==> src/rtl/sr_bank_writer.sv <==
// sr_bank_writer: drives S/R excitation into an external SR flip-flop bank, verifies by read-back, retries, reports done/err
// Ports: clk, rst (async, active high); wr_valid/wr_data/wr_ready write handshake;
//  q_in bank read-back; s_out/r_out registered excitation; busy in DRIVE/VERIFY;
//  done one-cycle completion pulse; err failure flag held until next accept.
module sr_bank_writer #(
  parameter int WIDTH = 4,
  parameter int MAX_RETRY = 2
) (
  input  logic             clk,
  input  logic             rst,
  input  logic             wr_valid,
  input  logic [WIDTH-1:0] wr_data,
  output logic             wr_ready,
  input  logic [WIDTH-1:0] q_in,
  output logic [WIDTH-1:0] s_out,
  output logic [WIDTH-1:0] r_out,
  output logic             busy,
  output logic             done,
  output logic             err
);
  typedef enum logic [1:0] {IDLE, DRIVE, VERIFY, DONE} state_t;
  localparam logic [3:0] MR = 4'(MAX_RETRY);
  state_t state;
  logic [WIDTH-1:0] target;
  logic [3:0] retry;
  // s and r are built from complementary target bits, so they can never both be 1
  always_ff @(posedge clk or posedge rst)
    if (rst) begin
      state <= IDLE;
      target <= '0;
      retry <= '0;
      s_out <= '0;
      r_out <= '0;
      wr_ready <= 1'b1;
      busy <= 1'b0;
      done <= 1'b0;
      err <= 1'b0;
    end else
      case (state)
        IDLE: if (wr_valid) begin
          state <= DRIVE;
          target <= wr_data;
          retry <= '0;
          err <= 1'b0;
          s_out <= wr_data & ~q_in;
          r_out <= ~wr_data & q_in;
          wr_ready <= 1'b0;
          busy <= 1'b1;
        end
        DRIVE: begin
          state <= VERIFY;
          s_out <= '0;
          r_out <= '0;
        end
        VERIFY: if (q_in != target && retry < MR) begin
          state <= DRIVE;
          retry <= retry + 4'd1;
          s_out <= target & ~q_in;
          r_out <= ~target & q_in;
        end else begin
          state <= DONE;
          err <= q_in != target;
          busy <= 1'b0;
          done <= 1'b1;
        end
        default: begin
          state <= IDLE;
          done <= 1'b0;
          wr_ready <= 1'b1;
        end
      endcase
endmodule

==> config.mk <==
export PLATFORM = sky130hd
export DESIGN_NAME = sr_bank_writer
export DESIGN_NICKNAME = d
export VERILOG_FILES = /design/src/rtl/sr_bank_writer.sv
export SDC_FILE = /design/constraint.sdc
export NUM_CORES = 1
export LEC_CHECK = 0
export ABC_AREA = 0
export ABC_CLOCK_PERIOD_IN_PS = 2300
export CORE_UTILIZATION = 50
export CTS_BUF_LIST = sky130_fd_sc_hd__clkbuf_4 sky130_fd_sc_hd__clkbuf_8 sky130_fd_sc_hd__clkbuf_16
export CTS_CLUSTER_SIZE = 24
export DETAILED_ROUTE_END_ITERATION = 16
export GPL_ROUTABILITY_DRIVEN = 0
export PLACE_DENSITY_LB_ADDON = 0.15
export SYNTH_ARGS = -nofsm -noshare
export SYNTH_HDL_FRONTEND = slang
export SYNTH_SLANG_ARGS = --single-unit
==> constraint.sdc <==
create_clock -name clk -period 2.3 [get_ports clk]
set_input_delay 0.23 -clock clk [delete_from_list [all_inputs] [get_ports clk]]
set_output_delay 0.23 -clock clk [all_outputs]
set_load 0.01 [all_outputs]
==> out/results.tsv <==
stage	metric	value	unit
run_status	status	completed	
clock_tree	post_cts_resized	0	
power_and_ir_drop	p_total	0.00187	W
sta	fmax	530	MHz
grt	grtUsageMet3	4.55	%
synthesis	synth.top_cells.by_area	dfrtp_1 44%, mux2_2 8.5%, ha_1 5.3%	
routing	drtIter0Drc	22	
setup_path	worstPathArrival	2.08	ns
floorplan	start_util	53.2	%
routing	post_drt_wl_per_cell	13.9	µm
setup_path	reg2reg_slack	0.41	ns
sta	fin_worst_skew	0.00504	ns
sta	tightest_slew	0.545	ns
setup_path	cp-start-kind	flop	
routing	drcViolationCount	0	
setup_path	end_kind	flop	
setup_path	reg2reg_from	state[0]	
synthesis	netlist_instances	106	
flow_run	max-cap-violations	0	
sta	min_period_over_period	82.0	%
synthesis	syn_nets	122	
routing	vias	896	
placed_design	port_buffers	22	
sta	maxSlewHeadroom	63.6	%
synthesis	avgSynthCellArea	11.2	µm²
routing	ant_nets	0	
setup_path	rr_endpoint	r_out[0]	
clock_tree	htree_levels	1	
sta	fin_setup_tns	0	ns
clock_tree	path_clk_slew	0.12	ns
finish	layout.nets	152	
finish	stdcell_count	163	
routing	avgViaCountPerCell	5.50	
power_and_ir_drop	ir_worst_vdd	676	µV
floorplan	die_y	50.7	µm
finish	utilization	67.6	%
sta	rsz0062_at_grt	no	
finish	final_cell_mix	22 x clkdlybuf4s50_1, 21 x dfrtp_1, 10 x o21ai_0	
clock_tree	cts_hold_buf	0	
grt	grt_use_met2	34.9	%
floorplan	die-area	2570	µm²
sta	period_minus_slack	1.89	ns
setup_path	cp.required	2.50	ns
setup_path	criticalPathCategory	flop to flop	
finish	syn2layout_area_growth	27.1	%
placed_design	dp.cells	159	
setup_path	critical_path.max_fanout	8	
grt	use_met1	23.6	%
synthesis	yosys_warnings	0	
clock_tree	clkLatencyLatePin	0.30	ns
grt	first_global_vias	890	
finish	final_common_cell	clkdlybuf4s50_1	
synthesis	yosysTopAreaCell	dfrtp_1	
min_path	worst_hold_path_type	primary input to asynchronous set/reset pin	
grt	busiest_layer	met2	
grt	grt_max_degree	23	
clock_tree	cts_made_buffers	3	
placed_design	dp_hpwl	1.70	mm
setup_path	rr_worst_depth	7	
synthesis	ys_ff_latch	22	
routing	postRouteWirelength	2.27	mm
grt	grt_pass1_wl	3.78	mm
grt	antenna_found_initial	0	
synthesis	synth_top_area_share	44.3	%
setup_path	endpoint	r_out[0]	
floorplan	die_x	50.7	µm
floorplan	rows	17	
floorplan	core_area	2230	µm²
clock_tree	clk_path_buf_depth	2	
synthesis	synth_cell_types	31	
power_and_ir_drop	p_leak	0.694	nW
power_and_ir_drop	power_density	1240	nW/µm²
sta	hold_viol	0	
clock_tree	cts_root_buffer	clkbuf_4	
finish	diodes	0	
sta	setup_viol	0	
routing	dr.pass1.iters	4	
finish	layout-drive-gt1-share	18.5	%
grt	overflow	0	
synthesis	syn_area	1190	µm²
clock_tree	cts.sinks	22	
sta	maxSlewViolCount	0	
clock_tree	cts_tree	done	
floorplan	pin_count	23	
clock_tree	post_cts_buffers	0	
grt	track_usage	20.1	%
setup_path	critPathLaunch	state[0]	
synthesis	seq_area_frac_synth	46.5	%
## how the worst min path moves through the flow
stage	from	endpoint
after global placement	r_out[2]	r_out[2]
after detailed placement	s_out[3]	s_out[3]
final	rst	s_out[3]
after CTS	rst	s_out[3]
after global routing	rst	s_out[3]
after floorplan	rst	busy
## area by class of cell
cell class / instances / area, µm²
Timing Repair Buffer: 29 / 273
Tap cell: 28 / 35.0
Fill cell: 190 / 724
Inverter: 5 / 18.8
Sequential cell: 22 / 552
Clock buffer: 4 / 30.0
Multi-Input combinational cell: 75 / 601
## critical path: stages, from the launching register on
cell and delay [ns]:
dfrtp_1 0.44, inv_1 0.10, ha_1 0.21, nor2b_1 0.12, buf_4 0.16, a211oi_4 0.20, buf_4 0.21, mux2_2 0.35
## cells in the mapped netlist, drive strengths merged
library cell	instances
a211oi	1
a21oi	2
a31oi	2
a41o	1
and3b	4
buf	2
clkbuf	2
dfrtp	21
dfstp	1
ha	5
inv	5
mux2	12
mux2i	4
nand2	5
nand2b	2
nand3	4
nor2	4
nor2b	1
nor3	6
nor3b	1
o2111ai	1
o21a	2
o21ai	10
o21ba	1
o41ai	1
or3	1
or4	1
xor2	4
## stage by stage
stage	hold WS (ns)	worst slack [ns]	area, µm²
after global routing	0.313	0.320	1510
after global placement	0.471	0.216	1480
after floorplan	0.218	0.428	1190
after CTS	0.250	0.402	1510
final	0.247	0.414	1510
after detailed placement	0.490	0.169	1480
## metal layers
metal  routed length, µm  part of all wire (%)
met1                1040                    46
met2                1110                    49
met3                  89                   3.9
met4                  29                   1.3
met5                   0                     0
## flip-flops by register name, summed over array words and instances, names as in the netlist
name      cells
r_out         4
retry         4
s_out         4
target        4
state         2
busy          1
done          1
err           1
wr_ready      1
## power by group
part | internal [W] | leakage (nW) | switching, W | total (W)
registers | 0.000546 | 0.279 | 0.000106 | 0.000652
clock network | 0.0000794 | 0.0184 | 0.000110 | 0.000190
logic | 0.000541 | 0.396 | 0.000490 | 0.00103
total | 0.00117 | 0.694 | 0.000707 | 0.00187
## cell families after synthesis
logic type,after synthesis,synth area share [%]
adder cells (fa/ha/maj),5,5.27
XOR/XNOR,4,2.95
multiplexers,16,14.8
flip-flops,22,46.5
AO/OA/AOI/OAI,21,13.8
buffers and inverters,9,2.95
AND/OR/NAND/NOR,29,13.8
No activity file was read; power rests on OpenSTA's default activity.
